[src/rtl/ycr_mem_req_sched.sv]
// Round-robin scheduler sharing one memory request port between N_REQ requesters,
// with an in-order ID FIFO that routes responses back to the issuing requester.
module ycr_mem_req_sched #(
    parameter int N_REQ  = 3,
    parameter int AW     = 32,
    parameter int DW     = 32,
    parameter int OUTSTD = 4,
    parameter int IDW    = $clog2(N_REQ)
) (
    input  logic                 clk,
    input  logic                 rstn,
    input  logic [N_REQ-1:0]     m_req,
    input  logic [N_REQ-1:0]     m_cmd,
    input  logic [2*N_REQ-1:0]   m_width,
    input  logic [AW*N_REQ-1:0]  m_addr,
    input  logic [DW*N_REQ-1:0]  m_wdata,
    output logic [N_REQ-1:0]     m_req_ack,
    output logic [2*N_REQ-1:0]   m_resp,
    output logic [DW-1:0]        m_rdata,
    output logic                 s_req,
    output logic                 s_cmd,
    output logic [1:0]           s_width,
    output logic [AW-1:0]        s_addr,
    output logic [DW-1:0]        s_wdata,
    input  logic                 s_req_ack,
    input  logic [1:0]           s_resp,
    input  logic [DW-1:0]        s_rdata,
    output logic [IDW:0]         gnt_id,
    output logic                 busy,
    output logic                 err_unexp
);

    localparam int unsigned      NR       = N_REQ;
    localparam int unsigned      PW       = $clog2(OUTSTD);
    localparam logic [PW:0]      CNT_FULL = (PW+1)'(OUTSTD);
    localparam logic [IDW-1:0]   LAST_ID  = IDW'(N_REQ - 1);

    logic [IDW-1:0] rr_ptr;
    logic           lock;
    logic [IDW-1:0] lock_id;
    logic [IDW-1:0] fifo [OUTSTD];
    logic [PW-1:0]  wr_ptr;
    logic [PW-1:0]  rd_ptr;
    logic [PW:0]    cnt;

    logic           has_gnt;
    logic [IDW-1:0] win;
    logic [IDW-1:0] cand;
    logic           full;
    logic           hs;
    logic           pop;
    logic [IDW-1:0] head;

    // A stalled grant stays locked; otherwise scan from rr_ptr with wrap.
    always_comb begin
        has_gnt = 1'b0;
        win     = '0;
        cand    = '0;
        if (lock && m_req[lock_id]) begin
            has_gnt = 1'b1;
            win     = lock_id;
        end else begin
            for (int unsigned i = 0; i < NR; i++) begin
                cand = IDW'((32'(rr_ptr) + i) % NR);
                if (!has_gnt && m_req[cand]) begin
                    has_gnt = 1'b1;
                    win     = cand;
                end
            end
        end
    end

    assign full  = (cnt == CNT_FULL);
    assign s_req = has_gnt && !full;
    assign hs    = s_req && s_req_ack;
    assign head  = fifo[rd_ptr];
    assign pop   = (s_resp != 2'b00) && (cnt != '0);

    always_comb begin
        s_cmd     = 1'b0;
        s_width   = '0;
        s_addr    = '0;
        s_wdata   = '0;
        m_req_ack = '0;
        m_resp    = '0;
        for (int unsigned i = 0; i < NR; i++) begin
            if (has_gnt && win == IDW'(i)) begin
                s_cmd        = m_cmd[i];
                s_width      = m_width[2*i +: 2];
                s_addr       = m_addr[AW*i +: AW];
                s_wdata      = m_wdata[DW*i +: DW];
                m_req_ack[i] = hs;
            end
            if (pop && head == IDW'(i)) begin
                m_resp[2*i +: 2] = s_resp;
            end
        end
    end

    assign m_rdata   = s_rdata;
    assign gnt_id    = has_gnt ? {1'b0, win} : '1;
    assign busy      = (cnt != '0);

    always_ff @(posedge clk or negedge rstn) begin
        if (!rstn) begin
            rr_ptr    <= '0;
            lock      <= 1'b0;
            lock_id   <= '0;
            wr_ptr    <= '0;
            rd_ptr    <= '0;
            cnt       <= '0;
            err_unexp <= 1'b0;
            for (int unsigned i = 0; i < OUTSTD; i++) begin
                fifo[i] <= '0;
            end
        end else begin
            // While full the arbiter is frozen: neither pointer nor lock moves.
            if (!full) begin
                if (hs) begin
                    lock   <= 1'b0;
                    rr_ptr <= (win == LAST_ID) ? '0 : win + IDW'(1);
                end else if (s_req) begin
                    lock    <= 1'b1;
                    lock_id <= win;
                end else begin
                    lock <= 1'b0;
                end
            end
            if (hs) begin
                fifo[wr_ptr] <= win;
                wr_ptr       <= wr_ptr + PW'(1);
            end
            if (pop) begin
                rd_ptr <= rd_ptr + PW'(1);
            end
            if (hs && !pop) begin
                cnt <= cnt + (PW+1)'(1);
            end else if (pop && !hs) begin
                cnt <= cnt - (PW+1)'(1);
            end
            if ((s_resp != 2'b00) && (cnt == '0)) begin
                err_unexp <= 1'b1;
            end
        end
    end

endmodule
[config.mk]
export PLATFORM = sky130hd
export DESIGN_NAME = ycr_mem_req_sched
export DESIGN_NICKNAME = d
export VERILOG_FILES = /design/src/rtl/ycr_mem_req_sched.sv
export SDC_FILE = /design/constraint.sdc
export NUM_CORES = 1
export LEC_CHECK = 0
export BUFFER_PORTS_ARGS = -buffer_cell sky130_fd_sc_hd__clkbuf_2
export CORE_AREA = 2 2 136 138
export CTS_BUF_LIST = sky130_fd_sc_hd__clkbuf_2 sky130_fd_sc_hd__clkbuf_4 sky130_fd_sc_hd__clkbuf_8
export CTS_CLUSTER_DIAMETER = 120
export DETAILED_ROUTE_END_ITERATION = 8
export DIE_AREA = 0 0 138 140
export PLACE_DENSITY = 0.59
export SYNTH_ARGS = -nofsm -noshare
export SYNTH_HDL_FRONTEND = slang
export SYNTH_SLANG_ARGS = --single-unit
[constraint.sdc]
create_clock -name clk -period 4.9 [get_ports clk]
set_clock_uncertainty 0.1 [all_clocks]
set_input_delay 0.49 -clock clk [delete_from_list [all_inputs] [get_ports clk]]
set_output_delay 0.49 -clock clk [all_outputs]
set_load 0.01 [all_outputs]
==> results of run 1 <==
[power by group through the flow]
| stage | logic (mW) | clock network (mW) | registers [mW] |
|---|---|---|---|
| floorplan | 2.45 | 0 | 0.310 |
| detailed placement | 3.55 | 0 | 0.332 |
| global route | 3.85 | 0.126 | 0.342 |
| global placement | 3.53 | 0 | 0.326 |
| finish | 3.49 | 0.112 | 0.328 |
| CTS | 3.57 | 0.116 | 0.329 |
[metal layers]
metal	global-route usage, %	share of wire [%]
met1	15.7	42
met2	20.6	48
met3	2.77	8.7
met4	2.31	1.6
met5	0	0.062
[kinds of logic after synthesis]
kind of cell / share of synthesized area [%]
DFF: 17.4
adders and majority gates: 3.99
xor gates and xnor gates: 1.75
AOI/OAI and AO/OA: 37.3
muxes: 6.81
and+or+nand+nor: 16.3
buffers and inverters: 16.4
[worst max-delay path, delay by kind of cell (launching register included)]
| kind | cells | cell delay (ps) |
|---|---|---|
| compound gates | 4 | 980 |
| fa+ha+maj | 1 | 410 |
| buf+inv | 3 | 680 |
| flops | 1 | 350 |
| simple gates | 2 | 610 |
[flip-flops by register name, summed over array words and instances (netlist names)]
register,flops
rr_ptr,2
rd_ptr,2
cnt,3
fifo,8
lock_id,2
err_unexp,1
wr_ptr,2
lock,1
[path summary, 6_finish.rpt]
check | end | slack, ps
min in group clk | err_unexp$_DFFE_PN0P_ | 390
worst min-delay path | cnt[1]$_DFFE_PN0P_ | 90
worst max register to register | rr_ptr[1]$_DFFE_PN0P_ | 1960
worst max-delay path | s_width[1] | 980
max in group asynchronous | fifo[5]$_DFFE_PN0P_ | 4250
worst min register to register | err_unexp$_DFFE_PN0P_ | 390
[cell type report]
class	instances	area, um^2
clock buffers	3	41.3
well taps	229	287
multi-input cells	298	2000
inverters	12	45.0
repair buffers	298	1510
clock inverters	1	5.00
flip-flops and latches	21	526
fillers	1953	13400
[cell usage after synthesis]
cell type                   n
sky130_fd_sc_hd__o21bai_1   3
sky130_fd_sc_hd__dfrtp_1   21
sky130_fd_sc_hd__a22oi_2   21
sky130_fd_sc_hd__nand3b_1   1
sky130_fd_sc_hd__o211ai_1   1
sky130_fd_sc_hd__or2_2      1
sky130_fd_sc_hd__o21ai_0    2
sky130_fd_sc_hd__nor2_1    74
sky130_fd_sc_hd__buf_2     11
sky130_fd_sc_hd__a31oi_2    1
sky130_fd_sc_hd__and2_1     5
sky130_fd_sc_hd__buf_6      6
sky130_fd_sc_hd__buf_8      2
sky130_fd_sc_hd__or3_1      1
sky130_fd_sc_hd__buf_4     34
sky130_fd_sc_hd__nor3_1     1
sky130_fd_sc_hd__nor3b_1    2
sky130_fd_sc_hd__a21oi_2   11
sky130_fd_sc_hd__inv_1     12
sky130_fd_sc_hd__nor2b_1    5
sky130_fd_sc_hd__a31o_2     1
sky130_fd_sc_hd__or4b_1     1
sky130_fd_sc_hd__mux4_2     2
sky130_fd_sc_hd__a22o_1     1
sky130_fd_sc_hd__and3_1     2
sky130_fd_sc_hd__fa_1       1
sky130_fd_sc_hd__a211oi_1   1
sky130_fd_sc_hd__nand2b_1   5
sky130_fd_sc_hd__xnor2_1    3
sky130_fd_sc_hd__a32oi_1    1
sky130_fd_sc_hd__a41o_2     1
sky130_fd_sc_hd__a22oi_1   48
sky130_fd_sc_hd__nand2_1   15
sky130_fd_sc_hd__mux2i_1    7
sky130_fd_sc_hd__xor2_1     3
sky130_fd_sc_hd__mux2_2     8
sky130_fd_sc_hd__o22ai_1    1
sky130_fd_sc_hd__clkbuf_1  11
sky130_fd_sc_hd__a21oi_1   59
sky130_fd_sc_hd__ha_1       8
sky130_fd_sc_hd__o21ai_1    1
==> run_summary.xml, run 1 <==
<?xml version="1.0" encoding="UTF-8"?>
<metrics>
  <group name="outcome">
    <metric name="run_status" unit="">finished, final reports clean</metric>
  </group>
  <group name="route">
    <metric name="drt_first_pass_iters" unit="">5</metric>
    <metric name="vias" unit="">3741</metric>
    <metric name="routed_wire_length_per_instance" unit="um">14.9</metric>
    <metric name="route.detailed.vias_per_inst" unit="">4.34</metric>
    <metric name="detail_route.wirelength" unit="um">12800</metric>
    <metric name="dr.first_iter.drc_count" unit="">213</metric>
    <metric name="antenna_left" unit="">0</metric>
    <metric name="drc_errors" unit="">0</metric>
  </group>
  <group name="sta">
    <metric name="period_minus_slack" unit="ps">3920</metric>
    <metric name="worst-slew-pin-transition" unit="ps">799</metric>
    <metric name="hold_viol_final" unit="">0</metric>
    <metric name="worst_hold_slack" unit="ps">94.5</metric>
    <metric name="worst_slack" unit="ps">984</metric>
    <metric name="maximum_frequency_from_static_timing_analysis" unit="GHz">0.255</metric>
    <metric name="setup-violations-final" unit="">0</metric>
    <metric name="timing.final.crit_share" unit="%">79.9</metric>
    <metric name="max_slew_violations" unit="">0</metric>
    <metric name="grt_setup_unrepaired" unit="">false</metric>
    <metric name="final_tns_setup" unit="ps">0</metric>
    <metric name="remaining_max_slew_budget_at_the_tightest_pin" unit="%">46.7</metric>
  </group>
  <group name="setup_path">
    <metric name="timing.rr.start" unit="">rr_ptr[0]$_DFFE_PN0P_</metric>
    <metric name="setup.worst_path.end_class" unit="">output pin</metric>
    <metric name="worst-r2r-cell-count" unit="">9</metric>
    <metric name="worst_setup_path_start_kind" unit="">register</metric>
    <metric name="criticalPathCategory" unit="">reg -&gt; out</metric>
    <metric name="cp_cell_sequence" unit="">inv_1 -&gt; ha_1 -&gt; nand2_1 -&gt; or4b_1 -&gt; a32oi_1 -&gt; a41o_2 -&gt; buf_4 -&gt; a22oi_1 -&gt; a21oi_1 -&gt; clkbuf_2</metric>
    <metric name="crit_path_top_delay_cell" unit="">sky130_fd_sc_hd__or4b_1</metric>
    <metric name="origin_of_the_worst_setup_path" unit="">rr_ptr[0]$_DFFE_PN0P_</metric>
    <metric name="timing.critical_path.arrival" unit="ps">3330</metric>
    <metric name="required" unit="ps">4310</metric>
    <metric name="path_max_fanout" unit="">39</metric>
    <metric name="cpPeakStageDelay" unit="ps">510</metric>
  </group>
  <group name="power_and_ir_drop">
    <metric name="power.share.combinational" unit="%">88.8</metric>
    <metric name="power.static_leakage" unit="nW">2.32</metric>
    <metric name="power.internal" unit="mW">1.70</metric>
    <metric name="sequential_share_of_power" unit="%">8.3</metric>
    <metric name="areal_power_density_over_the_cells" unit="nW/um^2">891</metric>
    <metric name="clock_power_share" unit="%">2.9</metric>
    <metric name="max-vdd-ir-drop" unit="mV">0.504</metric>
    <metric name="netSwitchingFraction" unit="%">56.8</metric>
    <metric name="fin_total_pwr" unit="mW">3.93</metric>
    <metric name="net-switching-power" unit="mW">2.23</metric>
  </group>
  <group name="die">
    <metric name="fp-row-count" unit="">49</metric>
    <metric name="die_width" unit="um">138</metric>
    <metric name="start_util" unit="%">16.9</metric>
    <metric name="fp.coreArea" unit="um^2">17800</metric>
    <metric name="chipHeight" unit="um">140</metric>
    <metric name="io_pins" unit="">355</metric>
    <metric name="dieArea" unit="um^2">19300</metric>
  </group>
  <group name="place">
    <metric name="buffer_ports.inserted" unit="">290</metric>
    <metric name="dp_slack" unit="ps">1170</metric>
    <metric name="placed_cells" unit="">858</metric>
    <metric name="place_area" unit="um^2">4370</metric>
    <metric name="globalplace.congestion" unit="">0.788</metric>
    <metric name="place_hpwl" unit="um">10800</metric>
  </group>
  <group name="layout">
    <metric name="insertedDiodeCount" unit="">0</metric>
    <metric name="layout.cells.most_common" unit="">sky130_fd_sc_hd__clkbuf_2</metric>
    <metric name="nNetsFinal" unit="">884</metric>
    <metric name="post-route-util" unit="%">24.8</metric>
    <metric name="mostFrequentLayoutCells" unit="">sky130_fd_sc_hd__clkbuf_2 (290), sky130_fd_sc_hd__nor2_1 (74), sky130_fd_sc_hd__a21oi_1 (59)</metric>
    <metric name="drive_above_1_share" unit="%">55.0</metric>
    <metric name="area_growth" unit="%">46.6</metric>
    <metric name="fin_area" unit="um^2">4420</metric>
    <metric name="finalNonFillerCells" unit="">862</metric>
  </group>
  <group name="logic_synthesis">
    <metric name="post_synth_num_cell_types" unit="">41</metric>
    <metric name="ys_ff_latch" unit="">21</metric>
    <metric name="synth.top_cell.area_share" unit="%">17.4</metric>
    <metric name="netlist.top_cell.by_area" unit="">sky130_fd_sc_hd__dfrtp_1</metric>
    <metric name="number_of_instances_in_the_synthesized_netlist" unit="">395</metric>
    <metric name="avgSynthCellArea" unit="um^2">7.62</metric>
    <metric name="synth.yosys.seq_area_share" unit="%">17.4</metric>
    <metric name="ys_top_cells_by_area" unit="">sky130_fd_sc_hd__dfrtp_1 (17%), sky130_fd_sc_hd__a22oi_1 (12%), sky130_fd_sc_hd__a21oi_1 (9.8%)</metric>
    <metric name="postSynthNetCount" unit="">645</metric>
    <metric name="yosys_warnings" unit="">0</metric>
    <metric name="mappedNetlistArea" unit="um^2">3010</metric>
  </group>
  <group name="clock_tree">
    <metric name="cts-hold-fix-buffers" unit="">0</metric>
    <metric name="clock_pin_slew_on_the_worst_setup_and_hold_paths" unit="ps">80</metric>
    <metric name="cts.htree.levels" unit="">1</metric>
    <metric name="cts_resized" unit="">0</metric>
    <metric name="clock_sink_count" unit="">21</metric>
    <metric name="tritoncts" unit="">yes</metric>
    <metric name="cts_setup_buffers" unit="">0</metric>
    <metric name="clock_tree.buffer_depth" unit="">2</metric>
    <metric name="cts-buffers-inserted" unit="">3</metric>
    <metric name="clock_tree_root" unit="">sky130_fd_sc_hd__clkbuf_8</metric>
    <metric name="clkLatencyLatePin" unit="ps">260</metric>
  </group>
  <group name="global_route">
    <metric name="antenna_found_initial" unit="">2</metric>
    <metric name="grt_first_pass_wirelength" unit="um">19100</metric>
    <metric name="grt-ovfl-total" unit="">0</metric>
    <metric name="grt_start_max_net_pins" unit="">82</metric>
    <metric name="first_global_vias" unit="">3474</metric>
    <metric name="grt_use_total" unit="%">12.1</metric>
  </group>
  <group name="run">
    <metric name="cap_viol_max_count" unit="">0</metric>
  </group>
  <group name="min_path">
    <metric name="holdCritPathClass" unit="">in -&gt; async</metric>
  </group>
</metrics>
(Power assumes the default switching activity.)
==> run 2, diff against run 1 <==
Settings changed: CORE_AREA 2 2 136 138 to 2 2 140 142, DIE_AREA 0 0 138 140 to 0 0 142 144, PLACE_DENSITY 0.59 to 0.57.
Clock period 4.9 ns to 3.7 ns, I/O delays scaled along.
==> run 2 against run 1 <==
Sequential share of layout area fell by 0.20 points. Combinational power grew 34%. Sequential cell count unchanged. Non-clock buffer count unchanged. Cell count increased by 1.0%. Hold slack better by 220 ps. Routed wire length decreased by 6.9%. Sequential power is 31% higher. Critical endpoint is now s_wdata[29]. Largest cell class unchanged.
==> run_summary.xml, run 2 (same netlist as run 1, synthesis figures left out) <==
<?xml version="1.0" encoding="UTF-8"?>
<metrics>
  <group name="route">
    <metric name="drt_first_pass_iters" unit="">4</metric>
    <metric name="routed_wire_length_per_instance" unit="um">13.7</metric>
    <metric name="dr.first_iter.drc_count" unit="">195</metric>
    <metric name="route.detailed.vias_per_inst" unit="">4.30</metric>
    <metric name="detail_route.wirelength" unit="um">11900</metric>
    <metric name="antenna_left" unit="">0</metric>
    <metric name="vias" unit="">3742</metric>
    <metric name="drc_errors" unit="">0</metric>
  </group>
  <group name="global_route">
    <metric name="grt_start_max_net_pins" unit="">85</metric>
    <metric name="grt_use_total" unit="%">9.70</metric>
    <metric name="first_global_vias" unit="">3119</metric>
    <metric name="grt-ovfl-total" unit="">0</metric>
    <metric name="grt_first_pass_wirelength" unit="um">16100</metric>
    <metric name="antenna_found_initial" unit="">0</metric>
  </group>
  <group name="place">
    <metric name="dp_slack" unit="ps">430</metric>
    <metric name="place_hpwl" unit="um">9740</metric>
    <metric name="globalplace.congestion" unit="">0.754</metric>
    <metric name="placed_cells" unit="">866</metric>
    <metric name="buffer_ports.inserted" unit="">290</metric>
  </group>
  <group name="layout">
    <metric name="filler_cell_count" unit="">2123</metric>
    <metric name="drive_above_1_share" unit="%">55.1</metric>
    <metric name="registers.top_by_ff_count" unit="">fifo</metric>
    <metric name="largest_reg_flops" unit="">8</metric>
    <metric name="sequential_cell_area" unit="um^2">526</metric>
    <metric name="mostFrequentLayoutCells" unit="">sky130_fd_sc_hd__clkbuf_2 (290), sky130_fd_sc_hd__nor2_1 (74), sky130_fd_sc_hd__a21oi_1 (58)</metric>
    <metric name="layout.cells.most_common" unit="">sky130_fd_sc_hd__clkbuf_2</metric>
    <metric name="biggestRegsByFlops" unit="">fifo (8), cnt (3)</metric>
    <metric name="finalNonFillerCells" unit="">871</metric>
    <metric name="post-route-util" unit="%">23.5</metric>
    <metric name="nNetsFinal" unit="">884</metric>
    <metric name="area_growth" unit="%">49.1</metric>
    <metric name="insertedDiodeCount" unit="">0</metric>
    <metric name="multi_input_area" unit="um^2">2010</metric>
  </group>
  <group name="clock_tree">
    <metric name="clock_tree.buffer_depth" unit="">2</metric>
    <metric name="clkLatencyLatePin" unit="ps">260</metric>
    <metric name="tritoncts" unit="">yes</metric>
    <metric name="cts-buffers-inserted" unit="">3</metric>
    <metric name="cts_setup_buffers" unit="">0</metric>
    <metric name="cts.htree.levels" unit="">1</metric>
    <metric name="clock_pin_slew_on_the_worst_setup_and_hold_paths" unit="ps">80</metric>
    <metric name="clock_tree_root" unit="">sky130_fd_sc_hd__clkbuf_8</metric>
    <metric name="clock_sink_count" unit="">21</metric>
  </group>
  <group name="die">
    <metric name="start_util" unit="%">15.8</metric>
    <metric name="fp-row-count" unit="">51</metric>
    <metric name="die_width" unit="um">142</metric>
    <metric name="chipHeight" unit="um">144</metric>
    <metric name="io_pins" unit="">355</metric>
    <metric name="dieArea" unit="um^2">20400</metric>
    <metric name="fp.coreArea" unit="um^2">19100</metric>
  </group>
  <group name="run">
    <metric name="cap_viol_max_count" unit="">0</metric>
  </group>
  <group name="setup_path">
    <metric name="worst_setup_path_start_kind" unit="">register</metric>
    <metric name="setup.worst_path.end_class" unit="">output pin</metric>
    <metric name="criticalPathCategory" unit="">reg -&gt; out</metric>
    <metric name="path_max_fanout" unit="">44</metric>
    <metric name="timing.critical_path.arrival" unit="ps">3050</metric>
    <metric name="required" unit="ps">3230</metric>
  </group>
  <group name="sta">
    <metric name="worst_slack" unit="ps">176</metric>
    <metric name="final_tns_setup" unit="ps">0</metric>
    <metric name="max_slew_violations" unit="">0</metric>
    <metric name="timing.final.crit_share" unit="%">95.2</metric>
    <metric name="setup-violations-final" unit="">0</metric>
    <metric name="hold_viol_final" unit="">0</metric>
    <metric name="grt_setup_unrepaired" unit="">false</metric>
    <metric name="maximum_frequency_from_static_timing_analysis" unit="GHz">0.284</metric>
    <metric name="worst-slew-pin-transition" unit="ps">528</metric>
    <metric name="period_minus_slack" unit="ps">3520</metric>
    <metric name="remaining_max_slew_budget_at_the_tightest_pin" unit="%">64.8</metric>
  </group>
  <group name="min_path">
    <metric name="holdCritPathClass" unit="">in -&gt; reg</metric>
  </group>
  <group name="power_and_ir_drop">
    <metric name="max-vdd-ir-drop" unit="mV">0.874</metric>
    <metric name="fin_total_pwr" unit="mW">5.25</metric>
    <metric name="areal_power_density_over_the_cells" unit="nW/um^2">1170</metric>
    <metric name="power.static_leakage" unit="nW">2.34</metric>
  </group>
  <group name="outcome">
    <metric name="run_status" unit="">finished, final reports clean</metric>
  </group>
</metrics>
## run 2: cell types whose count changed in the layout (fill, tap and decap cells not counted)
cell / previous run / this run
sky130_fd_sc_hd__a21oi_1: 59 / 58
sky130_fd_sc_hd__a21oi_2: 11 / 12
sky130_fd_sc_hd__buf_4: 8 / 3
sky130_fd_sc_hd__dlygate4sd3_1: 0 / 1
sky130_fd_sc_hd__a32oi_2: 0 / 1
sky130_fd_sc_hd__buf_12: 0 / 4
sky130_fd_sc_hd__a32oi_1: 1 / 0
## run 2: timing repair
| action | in CTS | in global routing |
|---|---|---|
| endpoints found under the hold margin | 21 | 0 |
| resized for setup | 0 | 2 |
| endpoints found under the setup margin | 0 | 1 |
| hold buffers | 1 | 0 |
## run 2: worst max-delay path, cell delays in order (launching register included)
cell	delay, ps
sky130_fd_sc_hd__dfrtp_1	350
sky130_fd_sc_hd__inv_1	70
sky130_fd_sc_hd__ha_1	420
sky130_fd_sc_hd__nand2_1	100
sky130_fd_sc_hd__or4b_1	530
sky130_fd_sc_hd__a32oi_2	330
sky130_fd_sc_hd__a41o_2	220
sky130_fd_sc_hd__buf_12	220
sky130_fd_sc_hd__a22oi_1	130
sky130_fd_sc_hd__a21oi_2	220
sky130_fd_sc_hd__clkbuf_2	160
## run 2: cell type report
type,count,area share (%)
flip-flops and latches,21,11.7
repair buffers,298,34.8
well taps,238,6.63
clock buffers,3,0.919
multi-input cells,298,44.8
inverters,12,1.00
clock inverters,1,0.111
## run 2: path summary, 6_finish.rpt
path                       slack (ps)  cells after the start                     to             startpoint
setup / recovery                  180                     10            s_wdata[29]  rr_ptr[0]$_DFFE_PN0P_
hold / removal                    310                      3  err_unexp$_DFFE_PN0P_              s_resp[0]
setup reg to reg                  870                     10     cnt[1]$_DFFE_PN0P_  rr_ptr[0]$_DFFE_PN0P_
hold reg to reg                   370                      1     cnt[2]$_DFFE_PN0P_     cnt[2]$_DFFE_PN0P_
max in group asynchronous        2630                      2    fifo[2]$_DFFE_PN0P_                   rstn
min in group asynchronous         510                      2    fifo[3]$_DFFE_PN0P_                   rstn
## run 2: layer usage
metal	up-vias	GRT usage (%)	wire length (um)	share of wire, %
li1	1858	-	-	-
met4	0	2.42	205	1.7
met5	-	0	0	0
met1	1664	12.8	4880	41
met2	191	16.5	5800	49
met3	29	1.56	1050	8.8
## run 2: stage by stage
step / hold WS [ps] / instance area, um^2
final: 311 / 4490
after floorplan: -25.6 / 3010
after detailed placement: 286 / 4420
after CTS: 303 / 4480
after global routing: 371 / 4490
after global placement: 278 / 4420
## run 2: power breakdown
group	leakage (nW)	switching (mW)	internal [mW]	total (mW)
Clock	0.0255	0.0757	0.0751	0.151
Sequential	0.254	0.0879	0.343	0.431
Combinational	2.06	2.74	1.92	4.67
==> run 3, diff against run 2 <==
Settings changed: CELL_PAD_IN_SITES_DETAIL_PLACEMENT from default to 0, CELL_PAD_IN_SITES_GLOBAL_PLACEMENT from default to 1, CORE_AREA 2 2 140 142 to 2 2 138 140, DIE_AREA 0 0 142 144 to 0 0 140 142, PLACE_DENSITY 0.57 to 0.79.
==> run 3 against run 2 <==
Power is 2.4% higher. Routed wire length fell by 0.90%. Utilization rose by 1.1 points. Critical path type unchanged. Largest cell class unchanged. Cell count down 0.11%. Sequential cell count stayed put. Via count down 0.27%. Sequential share of layout area down 0.13 points. Global-route usage up 0.83 points. Register-to-register slack lost 40 ps. The flow now finishes with violations (design-rule violations).
==> run_summary.xml, run 3 (same netlist as run 1, synthesis figures left out) <==
<?xml version="1.0" encoding="UTF-8"?>
<metrics>
  <group name="setup_path">
    <metric name="timing.critical_path.arrival" unit="ps">3040</metric>
    <metric name="path_max_fanout" unit="">38</metric>
    <metric name="worst_setup_path_start_kind" unit="">register</metric>
    <metric name="r2r_slack" unit="ps">830</metric>
    <metric name="setup.worst_path.end_class" unit="">output pin</metric>
    <metric name="criticalPathCategory" unit="">reg -&gt; out</metric>
    <metric name="required" unit="ps">3230</metric>
  </group>
  <group name="clock_tree">
    <metric name="clock_pin_slew_on_the_worst_setup_and_hold_paths" unit="ps">80</metric>
    <metric name="clock_tree_root" unit="">sky130_fd_sc_hd__clkbuf_8</metric>
    <metric name="tritoncts" unit="">yes</metric>
    <metric name="cts.htree.levels" unit="">1</metric>
    <metric name="clkLatencyLatePin" unit="ps">260</metric>
    <metric name="clock_tree.buffer_depth" unit="">2</metric>
    <metric name="cts-buffers-inserted" unit="">3</metric>
    <metric name="clock_sink_count" unit="">21</metric>
  </group>
  <group name="layout">
    <metric name="layout.cells.most_common" unit="">sky130_fd_sc_hd__clkbuf_2</metric>
    <metric name="insertedDiodeCount" unit="">0</metric>
    <metric name="drive_above_1_share" unit="%">55.2</metric>
    <metric name="biggestRegsByFlops" unit="">fifo (8), cnt (3)</metric>
    <metric name="mostFrequentLayoutCells" unit="">sky130_fd_sc_hd__clkbuf_2 (290), sky130_fd_sc_hd__nor2_1 (74), sky130_fd_sc_hd__a21oi_1 (59)</metric>
    <metric name="finalNonFillerCells" unit="">870</metric>
    <metric name="largest_reg_flops" unit="">8</metric>
    <metric name="area_growth" unit="%">50.7</metric>
    <metric name="registers.top_by_ff_count" unit="">fifo</metric>
    <metric name="nNetsFinal" unit="">887</metric>
  </group>
  <group name="route">
    <metric name="dr.first_iter.drc_count" unit="">198</metric>
    <metric name="route.detailed.vias_per_inst" unit="">4.29</metric>
    <metric name="drc_errors" unit="">25</metric>
    <metric name="drt_first_pass_iters" unit="">9</metric>
    <metric name="detail_route.wirelength" unit="um">11800</metric>
    <metric name="antenna_left" unit="">0</metric>
    <metric name="vias" unit="">3732</metric>
    <metric name="routed_wire_length_per_instance" unit="um">13.6</metric>
  </group>
  <group name="sta">
    <metric name="maximum_frequency_from_static_timing_analysis" unit="GHz">0.285</metric>
    <metric name="period_minus_slack" unit="ps">3510</metric>
    <metric name="max_slew_violations" unit="">0</metric>
    <metric name="timing.final.crit_share" unit="%">94.9</metric>
    <metric name="final_tns_setup" unit="ps">0</metric>
    <metric name="worst-slew-pin-transition" unit="ps">524</metric>
    <metric name="remaining_max_slew_budget_at_the_tightest_pin" unit="%">65.1</metric>
    <metric name="hold_viol_final" unit="">0</metric>
    <metric name="grt_setup_unrepaired" unit="">false</metric>
    <metric name="setup-violations-final" unit="">0</metric>
  </group>
  <group name="outcome">
    <metric name="failing_checks" unit="">design-rule violations</metric>
    <metric name="run_status" unit="">finished, violations left</metric>
  </group>
  <group name="power_and_ir_drop">
    <metric name="max-vdd-ir-drop" unit="mV">0.643</metric>
    <metric name="net-switching-power" unit="mW">2.93</metric>
    <metric name="netSwitchingFraction" unit="%">54.6</metric>
    <metric name="clock_power_share" unit="%">2.8</metric>
    <metric name="areal_power_density_over_the_cells" unit="nW/um^2">1180</metric>
    <metric name="power.internal" unit="mW">2.44</metric>
    <metric name="sequential_share_of_power" unit="%">8.0</metric>
    <metric name="fin_total_pwr" unit="mW">5.37</metric>
    <metric name="power.static_leakage" unit="nW">2.37</metric>
    <metric name="power.share.combinational" unit="%">89.3</metric>
  </group>
  <group name="die">
    <metric name="start_util" unit="%">16.3</metric>
    <metric name="io_pins" unit="">355</metric>
    <metric name="chipHeight" unit="um">142</metric>
    <metric name="die_width" unit="um">140</metric>
    <metric name="fp.coreArea" unit="um^2">18500</metric>
    <metric name="dieArea" unit="um^2">19900</metric>
    <metric name="fp-row-count" unit="">50</metric>
  </group>
  <group name="global_route">
    <metric name="grt_start_max_net_pins" unit="">91</metric>
    <metric name="grt_first_pass_wirelength" unit="um">17100</metric>
    <metric name="first_global_vias" unit="">3196</metric>
    <metric name="grt_use_total" unit="%">10.5</metric>
    <metric name="antenna_found_initial" unit="">0</metric>
    <metric name="grt-ovfl-total" unit="">0</metric>
  </group>
  <group name="run">
    <metric name="cap_viol_max_count" unit="">0</metric>
  </group>
  <group name="place">
    <metric name="placed_cells" unit="">862</metric>
    <metric name="buffer_ports.inserted" unit="">290</metric>
    <metric name="place_hpwl" unit="um">9710</metric>
    <metric name="globalplace.congestion" unit="">0.804</metric>
  </group>
  <group name="min_path">
    <metric name="holdCritPathClass" unit="">in -&gt; reg</metric>
  </group>
</metrics>
==> run 3: power groups by stage <==
stage               Sequential, mW  Combinational, mW  Clock (mW)
floorplan                    0.411               3.25           0
detailed placement           0.434               4.79           0
global placement             0.429               4.77           0
global route                 0.448               5.27       0.162
CTS                          0.430               4.80       0.155
finish                       0.427               4.80       0.148
==> run 3: repair_timing <==
item	CTS	global route
gates resized for setup	0	2
hold buffers	1	0
buffers inserted	0	3
endpoints found under the setup margin	0	20
hold endpoints to repair	21	0
==> run 3: path summary, 6_finish.rpt <==
check                                           start                endpoint  cells past startpoint
worst max-delay path            rr_ptr[0]$_DFFE_PN0P_               s_addr[0]                     10
worst min-delay path                        s_resp[0]   err_unexp$_DFFE_PN0P_                      3
worst max register to register  rr_ptr[0]$_DFFE_PN0P_      cnt[1]$_DFFE_PN0P_                     10
worst min register to register  err_unexp$_DFFE_PN0P_   err_unexp$_DFFE_PN0P_                      1
max in group asynchronous                        rstn  lock_id[1]$_DFFE_PN0P_                      2
min in group asynchronous                        rstn   err_unexp$_DFFE_PN0P_                      2
==> run 3: per-layer routing <==
| layer | GRT usage [%] | vias to the layer above | wire length [um] | part of all wire (%) |
|---|---|---|---|---|
| li1 | - | 1867 | - | - |
| met1 | 13.5 | 1639 | 4770 | 40 |
| met2 | 18.2 | 193 | 5680 | 48 |
| met3 | 1.72 | 33 | 1030 | 8.7 |
| met4 | 3.35 | 0 | 337 | 2.9 |
| met5 | 0 | - | 0 | 0 |
==> run 3: worst max-delay path, cell delays in order (launching register included) <==
cell and delay, ps:
sky130_fd_sc_hd__dfrtp_1 350, sky130_fd_sc_hd__inv_1 70, sky130_fd_sc_hd__ha_1 420, sky130_fd_sc_hd__nand2_1 100, sky130_fd_sc_hd__or4b_1 530, sky130_fd_sc_hd__a32oi_2 330, sky130_fd_sc_hd__a31oi_4 130, sky130_fd_sc_hd__buf_12 230
sky130_fd_sc_hd__a22oi_1 330, sky130_fd_sc_hd__a21oi_1 120, sky130_fd_sc_hd__clkbuf_2 150
==> run 3: cell type report <==
class | count | area (um^2)
Timing Repair Buffer | 301 | 1610
Clock buffer | 3 | 41.3
Fill cell | 2031 | 13900
Clock inverter | 1 | 5.00
Tap cell | 234 | 293
Multi-Input combinational cell | 298 | 2020
Sequential cell | 21 | 526
Inverter | 12 | 45.0
==> run 3: per-stage QoR <==
step	cell area [um^2]	util [%]	setup WS [ps]	hold WS (ps)
after floorplan	3010	-	797	-25.6
after global placement	4440	24.1	431	275
after detailed placement	4440	24.1	369	281
after CTS	4500	24.4	79.2	321
after global routing	4540	24.6	43.1	364
final	4540	24.6	187	331
